**config.mk**
```make
export PLATFORM = sky130hd
export DESIGN_NAME = decrypt
export DESIGN_NICKNAME = d
export VERILOG_FILES = /design/src/rtl/decrypt.sv
export SDC_FILE = /design/constraint.sdc
export NUM_CORES = 1
export LEC_CHECK = 0
export ABC_AREA = 1
export CORE_AREA = 2 2 68 102
export DETAILED_ROUTE_END_ITERATION = 8
export DIE_AREA = 0 0 70 104
export GPL_ROUTABILITY_DRIVEN = 1
export PLACE_DENSITY_LB_ADDON = 0.3
export SYNTH_ARGS = -nofsm -noshare
export SYNTH_HDL_FRONTEND = slang
export SYNTH_SLANG_ARGS = --single-unit
export TNS_END_PERCENT = 5
```
**constraint.sdc**
```tcl
create_clock -name clk -period 4.2 [get_ports clk]
set_input_delay 0.84 -clock clk [delete_from_list [all_inputs] [get_ports clk]]
set_output_delay 0.84 -clock clk [all_outputs]
set_load 0.005 [all_outputs]
```
**src/rtl/decrypt.sv**
```systemverilog
// LWE decryption: streams N (a_i, s_i) beats plus b, emits round((b - <a,s>) mod q) mod p.
// b accepted -> DECODE -> pt_valid in OUT; in_ready low outside ACCUM, plaintext held until pt_ready.
module decrypt #(
  parameter int PLAINTEXT_MODULUS  = 64,
  parameter int PLAINTEXT_WIDTH    = 6,
  parameter int CIPHERTEXT_MODULUS = 1024,
  parameter int CIPHERTEXT_WIDTH   = 10,
  parameter int DIMENSION          = 10,
  parameter int DIM_WIDTH          = 4
) (
  input  logic                        clk,
  input  logic                        rst_n,
  input  logic                        clear,
  input  logic                        in_valid,
  output logic                        in_ready,
  input  logic [CIPHERTEXT_WIDTH-1:0] ct_elem,
  input  logic [CIPHERTEXT_WIDTH-1:0] sk_elem,
  output logic                        pt_valid,
  input  logic                        pt_ready,
  output logic [PLAINTEXT_WIDTH-1:0]  plaintext
);

  localparam int CW    = CIPHERTEXT_WIDTH;
  localparam int PW    = PLAINTEXT_WIDTH;
  localparam int SHIFT = CW - PW;
  localparam logic [CW-1:0] OFFSET = CW'(CIPHERTEXT_MODULUS / (2 * PLAINTEXT_MODULUS));

  typedef enum logic [1:0] {S_ACCUM, S_DECODE, S_OUT} state_t;

  state_t               r_state;
  state_t               w_next_state;
  logic [CW-1:0]        r_acc;
  logic [CW-1:0]        r_diff;
  logic [DIM_WIDTH-1:0] r_beat;
  logic                 r_pt_valid;
  logic [PW-1:0]        r_plaintext;

  logic                 w_accept;
  logic                 w_last;
  logic [CW-1:0]        w_prod_lo;

  assign w_accept  = in_valid & in_ready;
  assign w_last    = (r_beat == DIM_WIDTH'(DIMENSION));
  // Only the low CW bits of the full product survive the mod-q reduction.
  assign w_prod_lo = ct_elem * sk_elem;

  assign pt_valid  = r_pt_valid;
  assign plaintext = r_plaintext;

  always_comb begin
    w_next_state = r_state;
    in_ready     = (r_state == S_ACCUM);
    case (r_state)
      S_ACCUM:  if (w_accept && w_last) w_next_state = S_DECODE;
      S_DECODE: w_next_state = S_OUT;
      S_OUT:    if (pt_ready) w_next_state = S_ACCUM;
      default:  w_next_state = S_ACCUM;
    endcase
    if (clear) w_next_state = S_ACCUM;
  end

  always_ff @(posedge clk or negedge rst_n) begin
    if (!rst_n) begin
      r_state     <= S_ACCUM;
      r_acc       <= '0;
      r_beat      <= '0;
      r_diff      <= '0;
      r_pt_valid  <= 1'b0;
      r_plaintext <= '0;
    end else begin
      r_state <= w_next_state;
      if (clear) begin
        r_acc      <= '0;
        r_beat     <= '0;
        r_pt_valid <= 1'b0;
      end else begin
        case (r_state)
          S_ACCUM: begin
            if (w_accept) begin
              if (!w_last) begin
                r_acc  <= r_acc + w_prod_lo;
                r_beat <= r_beat + 1'b1;
              end else begin
                r_diff <= ct_elem - r_acc;
              end
            end
          end
          S_DECODE: begin
            // Rounding add wraps mod q so values just below q decode to 0.
            r_plaintext <= PW'(CW'(r_diff + OFFSET) >> SHIFT);
            r_pt_valid  <= 1'b1;
          end
          S_OUT: begin
            if (pt_ready) begin
              r_pt_valid <= 1'b0;
              r_acc      <= '0;
              r_beat     <= '0;
            end
          end
          default: ;
        endcase
      end
    end
  end

endmodule
```
---- Word level (Yosys, flattened, before mapping) ----
Cells that the tools add are included.
storage, ports and cells
  register bits ........................... 33
  input bits .............................. 25
operators by class
  add/subtract/negate cells ............... 4
  multiply operators ...................... 1
  equality and inequality tests ........... 7
  multiplexer cells ....................... 17
  bitwise logic cells ..................... 2
  reduce and logical (&&, ||, !) cells .... 9
operators with widths
  kind                     count
  $mux W10                 4
  $pmux W10 S2             1
  $mux W4                  4
  $add A10 B10 Y10         1
  $add A10 B4 Y10 const B  1
  $mul A10 B10 Y10         1
  $sub A10 B10 Y10         1
  $pmux W4 S2              1
  $reduce_and A4 Y1        2
  $mux W2                  3
  $ne A3 B2 Y1 const B     2
  $ne A3 B3 Y1 const B     2
  $pmux W2 S3              1
  $reduce_and A2 Y1        3
  $reduce_bool A3 Y1       2
  $add A4 B1 Y4 const B    1
  $eq A4 B4 Y1 const B     1
  $eq A2 B1 Y1 const B     1
  $eq A2 B2 Y1 const B     1
  $logic_not A2 Y1         1
  $mux W1                  2
  $pmux W1 S2              1
  $and A1 B1 Y1            1
  $logic_and A1 B1 Y1      1
  $not A1 Y1               1

---- Logic depth before layout (Yosys ltp) ----
  depth after elaboration ................. 6
  depth in mapped cells ................... 27
  gate-level depth less buffers ........... 26

---- Worst setup path before layout ----
No wires, ideal clock.
  kind .................................... in2reg
  start point ............................. input port ct_elem[1]
  end point ............................... register r_acc[9]
  setup time .............................. 0.065 ns
  arrival time ............................ 4.587 ns
  path slack .............................. -0.452 ns
  stages on the path ...................... 18
  cells stage by stage .................... buf_4 > nand2_1 > fa_1 > fa_1 > inv_1 > fa_1 > fa_1 > inv_1 > fa_1 > inv_1 > ha_1 > a21oi_1 > o21ai_0 > a31oi_1 > inv_1 > nand3_1 > nand3_1 > nand2_1
on the way
  cells in the longest elaborated chain, start to end .. 6
RTL lines
  element               line  source
  from (decl)           16    input logic [CIPHERTEXT_WIDTH-1:0] ct_elem,
  $mul A10 B10 Y10      45    assign w_prod_lo = ct_elem * sk_elem;
  $add A10 B10 Y10      81    r_acc <= r_acc + w_prod_lo;
  $mux W10              80    if (!w_last) begin
  $mux W10              79    if (w_accept) begin
  $pmux W10 S2          77    case (r_state)
  $mux W10              72    if (clear) begin
  to (signal assigned)  81
  to (decl)             32    logic [CW-1:0] r_acc;
No other way between the ends. The select of a mux whose other input is x is not followed.
A chain may end at the register's enable or synchronous reset.

---- Final worst setup path ----
  start point ............................. input port ct_elem[2]
  end point ............................... register r_acc[9]
The elaborated chain is that of the path after synthesis.

==> results_dict.tcl <==
set metrics [dict create \
    status "finished, violations left" \
    violations "setup timing" \
    grt_max_degree 31 \
    crit_family "adder cells" \
    die_h_um 104 \
    worstPathArrival_ns 4.61 \
    slowest_delay_ns 0.57 \
    synth_seq_cells 30 \
    crit_chain "buf_6 > buf_8 > nand2_4 > fa_2 > fa_1 > inv_2 > fa_1 > fa_1 > inv_1 > fa_2 > inv_2 > ha_4 > a21oi_2 > o21ai_1 > a31oi_2 > nand2_1 > nand3_1 > nand2_1" \
    critPathRequiredTime_ns 4.39 \
    track_usage_pct 25.92 \
    antenna_found_initial 0 \
    fillers 515 \
    grt_pass1_vias 3573 \
    cts_made_buffers 5 \
    fin_worst_skew_ns 0.01076 \
    clk_latency_ns 0.29 \
    final_cell_mix "145 x nand2_1, 108 x inv_1, 33 x buf_4" \
    syn_avg_cell_area_um2 7.299 \
    cp_max_fo 7 \
    coreArea_um2 6396 \
    vias 3299 \
    hold_path_class "flop to flop" \
    clk_path_buf_depth 2 \
    synth_area_um2 3635 \
    slew_headroom_pct 54.92 \
    rsz0062_at_grt "true" \
    place.gp.congestion 0.9370 \
    layout.nets 659 \
    die_w_um 70 \
    hold_viol_final 0 \
    post-synth-top-area-cell "dfrtp_1" \
    slowest_stage "fa_1" \
    critPathCaptureType "flop" \
    postRouteAntennaNets 0 \
    syn-num-nets 592 \
    grtUsageMet2_pct 49.39 \
    cts_sinks 30 \
    wire_per_inst_um 13.38 \
    layout_commonest_cell "nand2_1" \
    p_leak_uw 0.002554 \
    dp_slack_ns -0.9799 \
    start_kind "input port" \
    cts.reportedPaths.clkPinSlew_ns 0.07 \
    total_power_uw 2372 \
    seq_area_frac_synth_pct 20.65 \
    criticalPathCategory "input port to flop" \
    powerDensity_nw_per_um2 523.2 \
    peakVddDrop_uv 454.5 \
    drtIter0Drc 133 \
    area_delta_synth_final_pct 24.72 \
    start_util_pct 56.83 \
    cts_tree "done" \
    drtPass1Iterations 5 \
    cpMostUsedCell "fa_1" \
    yosys_warnings 0 \
    rows 36 \
    met3_usage_pct 3.876 \
    reg2reg_slack_ns 0.94 \
    gr-total-overflow 0 \
    synthTopCellsByArea "dfrtp_1 21%, fa_1 17%, nand2_1 16%" \
    setup_viol 4 \
    ctsHtreeMaxLevel 2 \
    cp_num_buf_inv 5 \
    netlist.area_leader.share_pct 20.65 \
    antenna_cells 0 \
    portBuffers 32 \
    ys_types 32 \
    max-cap-violations 0 \
    dieArea_um2 7280 \
    io_pins 33 \
    maxSlewViolCount 0 \
    vias_per_cell 5.139 \
    holdWs_ns 0.4757 \
    gr-usage-met1_pct 26.80 \
    hpwl_um 7099 \
    drive_gt1_share_pct 20.67 \
    min_period_ns 4.421 \
    syn_inst 498 \
    grt_pass1_wl_um 15090 \
    drc_errors 0 \
    timing.fmax_mhz 226.2 \
    grt.busiest_layer "met2" \
    finalCritPeriodShare_pct 105.3 \
    tightest_slew_ns 0.6762 \
    cts_root_buf "clkbuf_8" \
    routed_wirelength_um 8587 \
    finalWorstSetupSlack_ns -0.2211 \
]
worst min-delay path, stage by stage, from the launching register on:
cell	delay [ns]
dfrtp_1	0.34
nand2_1	0.05
nand2_1	0.05
kinds of logic after synthesis:
kind of cell | after synthesis | share of synthesized area (%)
flip-flops | 30 | 20.65
AND/OR/NAND/NOR | 214 | 24.51
multiplexers | 1 | 0.3098
adder cells (fa/ha/maj) | 69 | 29.95
AO/OA/AOI/OAI | 44 | 6.851
buffers and inverters | 125 | 14.11
XOR/XNOR | 15 | 3.615
through the flow:
stage / setup TNS (ns) / util, % / cells / cell area [um^2]
2_1_floorplan: -0.2370 / - / 498 / 3739
3_3_place_gp: -4.367 / 67.63 / 631 / 4325
3_5_place_dp: -4.954 / 67.63 / 631 / 4325
4_1_cts: -0.4348 / 69.95 / 640 / 4474
5_1_grt: -1.335 / 70.87 / 642 / 4533
6_report: -0.5252 / 70.87 / 642 / 4533
Yosys cell counts (all sizes together):
cell type	number
a21oi	14
dfrtp	30
nand3b	2
mux2	1
o21ai	20
inv	115
nand2	164
a21o	1
nor2	20
o2111ai	1
nand4	2
xor2	9
fa	30
o22ai	5
ha	39
or2	2
nand3	24
xnor2	6
a31oi	2
o21a	1
buf	10
power by group:
group / leakage (uW) / internal, uW / switching [uW] / total, uW
Sequential: 0.000391 / 341 / 35.8 / 377
Clock: 0.0000482 / 132 / 112 / 244
Combinational: 0.00211 / 817 / 933 / 1750
Total: 0.00255 / 1290 / 1080 / 2370
final timing paths:
| kind | startpoint | to | cells past startpoint |
|---|---|---|---|
| worst max-delay path | ct_elem[2] | r_acc[9] | 18 |
| worst min-delay path | pt_valid | pt_valid | 2 |
| worst min register to register | pt_valid | pt_valid | 2 |
| max in group asynchronous | rst_n | r_acc[0] | 2 |
| min in group asynchronous | rst_n | r_acc[7] | 2 |
| worst max register to register | r_acc[8] | r_acc[9] | 14 |
area by class of cell:
type                            count  area [um^2]  share of cell area [%]
Clock buffer                        7        86.33                   1.904
Inverter                          115        431.7                   9.522
Timing Repair Buffer               70        604.3                   13.33
Tap cell                           76        95.09                   2.098
Clock inverter                      1        5.005                  0.1104
Sequential cell                    30        750.7                   16.56
Multi-Input combinational cell    343         2560                   56.47
routing by layer:
metal	part of all wire, %	vias up	wire [um]
met5	0	-	0
met4	5.0	0	430
met3	3.8	32	330
met2	54	81	4679
met1	37	1549	3146
li1	-	1637	-
sequential cells by signal, summed over array words and instances (netlist names):
register,cells
r_beat,4
r_acc,10
pt_valid,1
plaintext,6
r_diff,7
r_state,2
what timing repair did:
item	CTS	global route
pin swaps	9	21
buffers inserted	1	2
hold buffers	0	0
gates resized for setup	72	28
endpoints found under the setup margin	6	5
Note: power is estimated with default switching activity, not from simulation.
